`config.mk`:
```
export PLATFORM = sky130hd
export DESIGN_NAME = mux_1to1_32bit
export DESIGN_NICKNAME = d
export VERILOG_FILES = /design/src/rtl/mux_1to1_32bit.sv
export SDC_FILE = /design/constraint.sdc
export NUM_CORES = 1
export LEC_CHECK = 0
export ABC_CLOCK_PERIOD_IN_PS = 1750
export CAP_MARGIN = 20
export CELL_PAD_IN_SITES_DETAIL_PLACEMENT = 2
export CELL_PAD_IN_SITES_GLOBAL_PLACEMENT = 2
export CORE_AREA = 2 2 39 41
export DETAILED_ROUTE_END_ITERATION = 10
export DIE_AREA = 0 0 41 43
export DONT_BUFFER_PORTS = 1
export MAX_ROUTING_LAYER = met4
export PLACE_DENSITY_LB_ADDON = 0.2
export RECOVER_POWER = 25
export SETUP_SLACK_MARGIN = 0.2
export SLEW_MARGIN = 20
export SYNTH_ARGS = -nofsm -noshare
export SYNTH_HDL_FRONTEND = slang
export SYNTH_SLANG_ARGS = --single-unit
export TNS_END_PERCENT = 100
```
`constraint.sdc`:
```
create_clock -name vclk -period 1.75
set_input_delay 0.4375 -clock vclk [all_inputs]
set_output_delay 0.4375 -clock vclk [all_outputs]
set_load 0.01 [all_outputs]
```
`src/rtl/mux_1to1_32bit.sv`:
```
// Gated pass-through: forwards a to y when sel is 1, otherwise drives zero.
// An optional output register (REG_OUT=1) adds one cycle of latency.
module mux_1to1_32bit #(
  parameter int WIDTH   = 32,
  parameter bit REG_OUT = 1'b0
) (
  input  logic             clk,
  input  logic             rst,
  input  logic [WIDTH-1:0] a,
  input  logic             sel,
  output logic [WIDTH-1:0] y,
  output logic             y_valid
);

  logic             w_sel_hit;
  logic [WIDTH-1:0] w_gated;

  // NOTE: the explicit compare inside an if sends an X/Z sel to the else path,
  // so an unknown select gates the word to zero instead of propagating X.
  always_comb begin
    w_sel_hit = 1'b0;
    if (sel == 1'b1) begin
      w_sel_hit = 1'b1;
    end
  end

  assign w_gated = a & {WIDTH{w_sel_hit}};

  if (REG_OUT) begin : g_reg
    logic [WIDTH-1:0] r_y;
    logic             r_y_valid;

    // NOTE: sequential state uses non-blocking assignments only, so every
    // register samples its inputs as they stood before the edge.
    always_ff @(posedge clk or posedge rst) begin
      if (rst) begin
        r_y       <= '0;
        r_y_valid <= 1'b0;
      end else begin
        r_y       <= w_gated;
        r_y_valid <= w_sel_hit;
      end
    end

    assign y       = r_y;
    assign y_valid = r_y_valid;
  end else begin : g_comb
    // The clock has no function in this mode.
    logic w_unused_clk;
    assign w_unused_clk = clk;

    assign y       = w_gated & {WIDTH{~rst}};
    assign y_valid = w_sel_hit & ~rst;
  end

endmodule

```
==> run summary, run 1 <==
The flow ran to the end, and the final reports show no timing, DRC or antenna violations. The final setup violation count came out at 0. STA puts the critical path data arrival time at 700 ps. Cell family contributing the most delay on the critical path: simple AND/OR/NAND/NOR gates. The area share of fa/ha/maj cells after synthesis works out to 0%.

Dividing the detail-routed via count by the number of cells gives 6.27. Max-cap violations in this run came to 0. After detailed routing, the number of remaining DRC violations is 0. The tools report the I/O pin count as 68. The routed length per instance was 22.8 µm; the multiplexer share of the synthesized area was 0%.

In this run the horizontal extent of the chip is 41 µm. Summed negative setup slack over all endpoints: 0 ps. The portion of the clock cycle consumed by the worst path in the final layout was 64.7%; the gate count of the mapped netlist was 39.

The filler cell count in the final layout was 174. After detailed placement, the total cell area comes to 307 µm². The floorplan die area was 1760 µm². Setup repair after global routing left no endpoint under its margin. The run gives 0.0271 mV as the worst IR drop on VDD. Largest stage delay on the critical path: 260 ps. The worst pin sits at a relative slew slack of 83.5%. The maximum fanout count along the critical path came out at 33. Synthesis produced a netlist with a net count of 74. From bottom edge to top edge, the die measures 43 µm. The synthesized netlist devotes 0% of its cell area to compound gates. The worst setup path is of the primary input to output pin kind. The effective utilization at floorplan came out at 22.9%.

The critical path contains buffers and inverters numbering 0 combined. The first global-routing pass estimated 1.41 mm of wire. The number of antenna diodes in the final layout is 0. The total area of sequential cells is 0 µm². The run gives 11.4% as the total global-route track usage. The tools report the category of the worst setup path capture point as an output pin. Derived from the worst setup path, the maximum achievable clock frequency is 0.883 GHz.

The run gives 0 as the post-CTS resize count. The layout has 0 clock buffers. The total number of vias is 307.

The detail route stage leaves a number of antenna-violating nets equal to 0. For this design, the CTS-stage hold fixing added 0 buffers. The critical path goes through and3b_1. On the critical path, the stage with the largest delay is an instance of sky130_fd_sc_hd__and3b_1. The tools report the placer's final routability congestion estimate as 0.557. Class of the tightest hold or removal check: primary input to output pin. The total count of max-transition violations in the final report is 0.

Cells with a size suffix above 1 make up 0% of the layout. Averaged over all synthesized cells, the footprint is 8.12 µm². At the worst endpoint, the required time is 1310 ps.

Entering global routing, the biggest net connects 34 pins. For the yosys synthesis warning count, the log shows 0. In the layout the commonest cells are sky130_fd_sc_hd__and3b_1, sky130_fd_sc_hd__nor2b_1. The worst path needs 1130 ps of the cycle, external delays included. The final hold violation count was 0.

The library cell used most frequently in the layout, excluding fill and tap cells, is sky130_fd_sc_hd__and3b_1. The port buffer count came out at 0. The finished cells cover 307 µm². The fraction of the yosys area taken by sequential cells is 0%.

By area, the combinational part of the netlist is dominated by simple AND/OR/NAND/NOR gates. Type of element launching the critical path: a primary input. Dividing total power by cell area gives a power density of 164 nW/µm².

The run gives 0 as the initial antenna violation count. Global-route congestion overflow total: 0. The layout-stage area growth over the synthesis result is -3.16%, and the first-pass iteration count of the detailed router is 1. Summing the areas of all and, or, nand and nor instances in the mapped netlist gives 90.5% of the synthesized area.

The number of cells on the worst hold path came out at 1. After detailed routing, the total wire length is 1.12 mm. Yosys mapped the design onto 3 distinct sky130hd cell types. The origin of the worst min-delay path is rst. After the last flow step, the layout net total stands at 70. The cell area after technology mapping was 317 µm². Detailed router's first-iteration violation count: 0. The number of global-route vias before repair was 309.

After clock tree synthesis, the setup repair step added 0 buffers. The share of the synthesized netlist area taken by xor and xnor gates is 0%, and the cell row count is 14. The design has 0 sequential cells. The most critical setup path has its startpoint at rst.

The analysis attributes to cell leakage a power of 0.228 nW. Cells fill 22.2% of the core in the end. The end of the worst hold path was y_valid.

For the pin with the worst max-slew slack, the measured transition is 247 ps. After floorplanning, the core was sized to cover 1380 µm².
==> cells by family after synthesis <==
family                 after synthesis
buffers and inverters                6
AND/OR/NAND/NOR                     33
==> cells in the mapped netlist <==
library cell | n | area share [%]
sky130_fd_sc_hd__buf_2 | 6 | 9.5
sky130_fd_sc_hd__and3b_1 | 32 | 89
sky130_fd_sc_hd__nor2b_1 | 1 | 2.0
==> metrics by stage <==
| step | instances | power, mW | setup slack, ps | hold WS, ps |
|---|---|---|---|---|
| after global routing | 49 | 0.0545 | 594 | 935 |
| after CTS | 49 | 0.0512 | 609 | 935 |
| after global placement | 49 | 0.0514 | 620 | 928 |
| final | 49 | 0.0504 | 617 | 931 |
| after detailed placement | 49 | 0.0507 | 610 | 934 |
| after floorplan | 39 | 0.0596 | 493 | 1050 |
==> routing by layer <==
metal / GRT usage [%] / wire, µm
met3: 0.524 / 145
met4: 0 / 0
met5: - / 0
met2: 23.4 / 632
met1: 11.1 / 339
==> report_power, final <==
| part | leakage [nW] | internal, mW | switching [mW] |
|---|---|---|---|
| Sequential | 0 | 0 | 0 |
| Combinational | 0.228 | 0.0235 | 0.0268 |
| Clock | 0 | 0 | 0 |
| Total | 0.228 | 0.0235 | 0.0268 |
==> worst max path at each step <==
stage          slack [ps]     to  cells past startpoint
3_5_place_dp          610  y[27]                      1
5_1_grt               590  y[15]                      1
2_1_floorplan         490  y[22]                      2
6_report              620  y[26]                      1
3_3_place_gp          620  y[10]                      1
4_1_cts               610  y[27]                      1
==> area by class of cell <==
type	instances	area (µm²)	area share, %
Multi-Input combinational cell	33	287	93.5
Tap cell	16	20.0	6.53
No activity file was read; power rests on OpenSTA's default activity.
==> run 2, diff against run 1 <==
--- a/config.mk
+++ b/config.mk
@@ -5,13 +5,12 @@
 export SDC_FILE = /design/constraint.sdc
 export NUM_CORES = 1
 export LEC_CHECK = 0
-export ABC_CLOCK_PERIOD_IN_PS = 1750
+export ABC_CLOCK_PERIOD_IN_PS = 1000
 export CAP_MARGIN = 20
 export CELL_PAD_IN_SITES_DETAIL_PLACEMENT = 2
 export CELL_PAD_IN_SITES_GLOBAL_PLACEMENT = 2
-export CORE_AREA = 2 2 39 41
+export CORE_UTILIZATION = 23
 export DETAILED_ROUTE_END_ITERATION = 10
-export DIE_AREA = 0 0 41 43
 export DONT_BUFFER_PORTS = 1
 export MAX_ROUTING_LAYER = met4
 export PLACE_DENSITY_LB_ADDON = 0.2
==> constraint.sdc (replaced) <==
create_clock -name vclk -period 1
set_input_delay 0.25 -clock vclk [all_inputs]
set_output_delay 0.25 -clock vclk [all_outputs]
set_load 0.01 [all_outputs]
==> run 2 against run 1 <==
Compared with the run above: sequential share of layout area unchanged; critical endpoint is now y[22]; power up 90%; combinational power up 90%; largest power group unchanged; setup slack worse by 370 ps; via count up 2.9%; hold slack worse by 370 ps; die area down 13%.
==> run summary, run 2 (synthesis results as in run 1) <==
The tools report the core occupancy in the finished layout as 26.0%. The detailed router placed 316 vias in this run. The post-layout total power is 0.0956 mW, and the floorplan die height is 39.1 µm. Final cell count without fillers: 48. Internal power comes to 0.0486 mW.

Together, buffers and inverters on the worst path number 0. The clock network accounts for 0% of the total power. The total global-route track usage was 11.5%; the proportion of layout cells with a drive suffix above 1 was 69.7%.

Final hold slack: 559 ps. The headroom to the max-slew limit is 83.8%. In this run the power spent charging and discharging nets is 0.0470 mW.

The final instance area was 334 µm². Across the run, the number of max-cap violations was 0. The transition at the pin with the smallest max-transition slack is 243 ps, and the instance area at placement is 342 µm². After global routing the overflow that remains totals 0. After layout, the minimum clock period comes to 758 ps. The final hold violation count was 0. The kind of critical path is primary input to output pin. The library cell used most frequently in the layout, excluding fill and tap cells, is sky130_fd_sc_hd__and3b_2. The maximum operating frequency is 1.32 GHz. Data on the critical path is required at its endpoint by 750 ps. For the final setup violation count, the log shows 0.

The switching share of power works out to 49.1%. For the total count of max-transition violations in the final report, the log shows 0. Across the whole layout, storage elements account for 0 µm².

The logs give 257 for the number of global-route vias before repair and 1.20 mm for the global-route wire length before repair. For the routed wire length, the log shows 1.00 mm. At the end of routability-driven placement, the weighted congestion stood at 0.673. Largest stage delay on the critical path: 250 ps. The type of element launching the critical path is a primary input.

The port buffer count is 0, and the floorplan die area is 1530 µm². The run gives 0.217 nW as the leakage power of the design. The initial antenna violation count was 0. Entering global routing, the biggest net connects 34 pins. The floorplan step set the die width to 39.1 µm.

Setup repair after global routing left no endpoint under its margin. The slowest stage of the critical path is the sky130_fd_sc_hd__and3b_2 cell. The path class of the tightest hold or removal check is primary input to output pin.

For the detailed router's first-iteration violation count, the log shows 3. The number of nets at the end of the flow was 70. Cell row count: 13.

The number of placed cells counting well taps came out at 48. In this run the power density over the cells is 286 nW/µm². The run finished with clean final reports. Summing all multi-input logic gate instances after layout gives 315 µm². The core region is 1280 µm². The antenna diode count is 0, and the post-cts hold buffer count is 0. After routing, the total negative slack on setup checks comes to 0 ps. The routed length per instance was 20.9 µm; the placement-stage worst setup slack was 240 ps.

The remaining number of nets flagged by the antenna check after routing was 0; the combinational cell fraction of total power was 100.0%. After clock tree synthesis, the repair step resized 0 gates. The run gives 0 as the post-CTS setup-driven buffer insertion count. The worst path meets setup with 242 ps of slack. Leaving out fill and tap cells, the most frequent cells in the layout are sky130_fd_sc_hd__and3b_2, sky130_fd_sc_hd__and3b_1, sky130_fd_sc_hd__nor2b_1. STA puts the critical path data arrival time at 510 ps. In this run, flip-flops and latches consume 0% of the power. For this design the top-level I/O count stands at 68. The layout-stage area growth over the synthesis result was 5.53%; the first-pass iteration count of the detailed router was 4.

Traced cell by cell, the critical path runs through and3b_2. Using the TritonRoute via totals, the vias-per-cell ratio works out to 6.58. The run gives 146 as the filler cell count in the final layout. The cell family contributing the most delay on the critical path is simple AND/OR/NAND/NOR gates.

The maximum fanout count along the critical path was 33. The category of the worst setup path capture point was an output pin. Sequential cells placed in the final layout were counted as 0.

In the routed design, unresolved DRC markers number 0. In the finished design, the share of the clock period the worst path needs comes to 75.8%. The worst-case IR drop observed on VDD is 0.0503 mV. Once the floorplan was initialized, standard cells occupied 24.6% of the core. The count of clock-net buffers in the final layout was 0.
## run 2: changes by cell type in the layout (fill, tap and decap cells not counted)
cell | before | now
sky130_fd_sc_hd__and3b_1 | 32 | 9
sky130_fd_sc_hd__and3b_2 | 0 | 23
## run 2: final timing paths
path / start / to / slack, ps / cells past startpoint
hold / removal: rst / y_valid / 560 / 1
setup / recovery: rst / y[22] / 240 / 1
## run 2: cell type report
type               instances  area share, %
well taps                 15           5.62
multi-input cells         33           94.4
## run 2: routing by layer
| layer | wire length [µm] | GRT usage, % | part of all wire, % |
|---|---|---|---|
| met1 | 298 | 10.8 | 30 |
| met2 | 584 | 26.3 | 58 |
| met3 | 120 | 0 | 12 |
| met4 | 0 | 0 | 0 |
| met5 | 0 | - | 0 |
## run 2: power groups by stage
stage | combinational [mW] | clock (mW) | sequential, mW
2_1_floorplan | 0.129 | 0 | 0
3_3_place_gp | 0.0988 | 0 | 0
3_5_place_dp | 0.0981 | 0 | 0
4_1_cts | 0.0988 | 0 | 0
5_1_grt | 0.102 | 0 | 0
6_report | 0.0956 | 0 | 0
==> run 3, diff against run 2 <==
--- a/config.mk
+++ b/config.mk
@@ -5,12 +5,13 @@
 export SDC_FILE = /design/constraint.sdc
 export NUM_CORES = 1
 export LEC_CHECK = 0
-export ABC_CLOCK_PERIOD_IN_PS = 1000
+export ABC_CLOCK_PERIOD_IN_PS = 800
 export CAP_MARGIN = 20
 export CELL_PAD_IN_SITES_DETAIL_PLACEMENT = 2
 export CELL_PAD_IN_SITES_GLOBAL_PLACEMENT = 2
-export CORE_UTILIZATION = 23
+export CORE_AREA = 2 2 39 41
 export DETAILED_ROUTE_END_ITERATION = 10
+export DIE_AREA = 0 0 41 43
 export DONT_BUFFER_PORTS = 1
 export MAX_ROUTING_LAYER = met4
 export PLACE_DENSITY_LB_ADDON = 0.2
==> constraint.sdc (replaced) <==
create_clock -name vclk -period 0.8
set_input_delay 0.2 -clock vclk [all_inputs]
set_output_delay 0.2 -clock vclk [all_outputs]
set_load 0.01 [all_outputs]
==> run 3 against run 2 <==
Compared with the run above: global-route usage shrank 0.46 points; power increased by 26%; combinational power up 27%; largest cell class unchanged; largest power group unchanged.
==> run summary, run 3 (synthesis results as in run 1) <==
After floorplanning, the core was divided into 14 placement rows. In the final layout, flip-flops and latches occupy 0 µm². The post-CTS setup-driven buffer insertion count is 0, and the routed length per instance is 22.6 µm. The tools report the effective utilization at floorplan as 22.9%.

The commonest non-fill, non-tap cell in the layout was sky130_fd_sc_hd__and3b_2. For this block, the routed nets add up to 1.11 mm of wire. STA puts the critical path data arrival time at 450 ps.

The worst setup path is launched from a primary input. The total number of cells along the worst setup path is 1, and the number of maximum-capacitance violations is 0. After layout, the worst path uses 81.7% of the clock period. STA puts the critical path data required time at 600 ps. From synthesis to final layout, the design area changed by 6.72%.

Origin of the worst min-delay path: rst. The number of cells on the worst hold path works out to 1. Entering global routing, the biggest net connects 34 pins.

The total global-route track usage came out at 11.1%. After routing, the total negative slack on setup checks comes to 0 ps. Based on the critical path, the design can be clocked at up to 1.53 GHz. The design draws 0.121 mW. Counting the fill cells in the layout gives 155. At the pin with the least slew margin, the transition time is 219 ps. The logs give 0.0617 mV for the worst IR drop on VDD and 0 for the antenna diode count.

Launching element of the worst setup path: rst. The run gives 0 as the number of sequential storage elements. The number of global-route vias before repair is 284, and the floorplan die width is 41 µm.

The tools report the count of clock-net buffers in the final layout as 0. The detailed router placed 308 vias in this run. The path with the worst hold slack has its endpoint at y_valid. In the routed layout, each cell is associated on average with a via count of 6.29.

The total overflow left after global routing is 0. The slowest stage of the critical path belongs to the cell sky130_fd_sc_hd__and3b_2. At the end of the flow the core is filled with cells to 24.4%. In this run the static leakage power is 0.216 nW.

Initial antenna violation count: 0. Leaving out fill and tap cells, the most frequent cells in the layout are sky130_fd_sc_hd__and3b_2, sky130_fd_sc_hd__and3b_1, sky130_fd_sc_hd__nor2b_1. The proportion of layout cells with a drive suffix above 1 is 75.8%. The first-pass iteration count of the detailed router was 1.

The die covers 1760 µm². The maximum fanout count along the critical path was 33. The first global-routing pass estimated 1.36 mm of wire.

For the number of placed cells counting well taps, the log shows 49. The kind of cell with the highest combined delay along the critical path is simple AND/OR/NAND/NOR gates. In the routed design, unresolved DRC markers number 0. The run finished with clean final reports.

The power density over cell area came out at 358 nW/µm². The detailed router's first-iteration violation count was 0. The critical path is of the primary input to output pin type. The count of buffering cells on the critical path with inverters included works out to 0. Setup repair after global routing could not meet its margin everywhere. The core region is 1380 µm². Traced cell by cell, the critical path runs through and3b_2. For the final hold violation count, the log shows 0. The floorplan die height was 43 µm.

Final setup violation count: 0. The class of the tightest hold or removal check was primary input to output pin. Port buffering added 0 buffers. Timing analysis after detailed placement gives a worst setup slack of 142 ps. The total count of max-transition violations in the final report was 0; the final worst slack was 146 ps.

The final critical delay including setup and external delays was 654 ps. The net count of the finished layout is 70. The congestion estimate from routability-driven global placement came to 0.687. In this design, the stage delay of the slowest critical-path cell is 250 ps.

Headroom to the max-slew limit came out at 85.4%. The worst setup path is captured at an output pin. 68 I/O pins were placed. Once detail routing completed, the nets flagged for antenna violations numbered 0. The finished layout holds 49 standard cells, fillers aside.
run 3: changes by cell type in the layout (fill, tap and decap cells not counted):
cell | before | now
sky130_fd_sc_hd__and3b_1 | 9 | 7
sky130_fd_sc_hd__and3b_2 | 23 | 25
run 3: cell type report:
cell class | count | area, µm² | area share (%)
well taps | 16 | 20.0 | 5.93
multi-input cells | 33 | 318 | 94.1
run 3: how the worst max path moves through the flow:
stage	slack (ps)	to
final	150	y[26]
after global routing	140	y[15]
after CTS	140	y[26]
after detailed placement	140	y[26]
after global placement	150	y[7]
after floorplan	50	y[22]
run 3: power breakdown:
| part | total (mW) | internal, mW | switching [mW] |
|---|---|---|---|
| clock | 0 | 0 | 0 |
| sequential | 0 | 0 | 0 |
| combinational | 0.121 | 0.0617 | 0.0591 |
run 3: routing by layer:
metal	track usage, %	share of wire, %	vias to the layer above	wire length [µm]
met4	0	0	0	0
met5	-	0	-	0
met3	0.524	12	0	136
met2	24.4	58	46	640
met1	9.18	30	131	332
li1	-	-	131	-
run 3: repair_timing:
item,CTS,global route
cloned,0,0
endpoints found under the setup margin,33,33
gates resized for setup,3,0
hold buffers,0,0
run 3: metrics by stage:
stage	area (µm²)	hold WS, ps
after floorplan	393	539
after global placement	343	453
after detailed placement	343	452
after CTS	347	452
after global routing	338	453
final	338	450
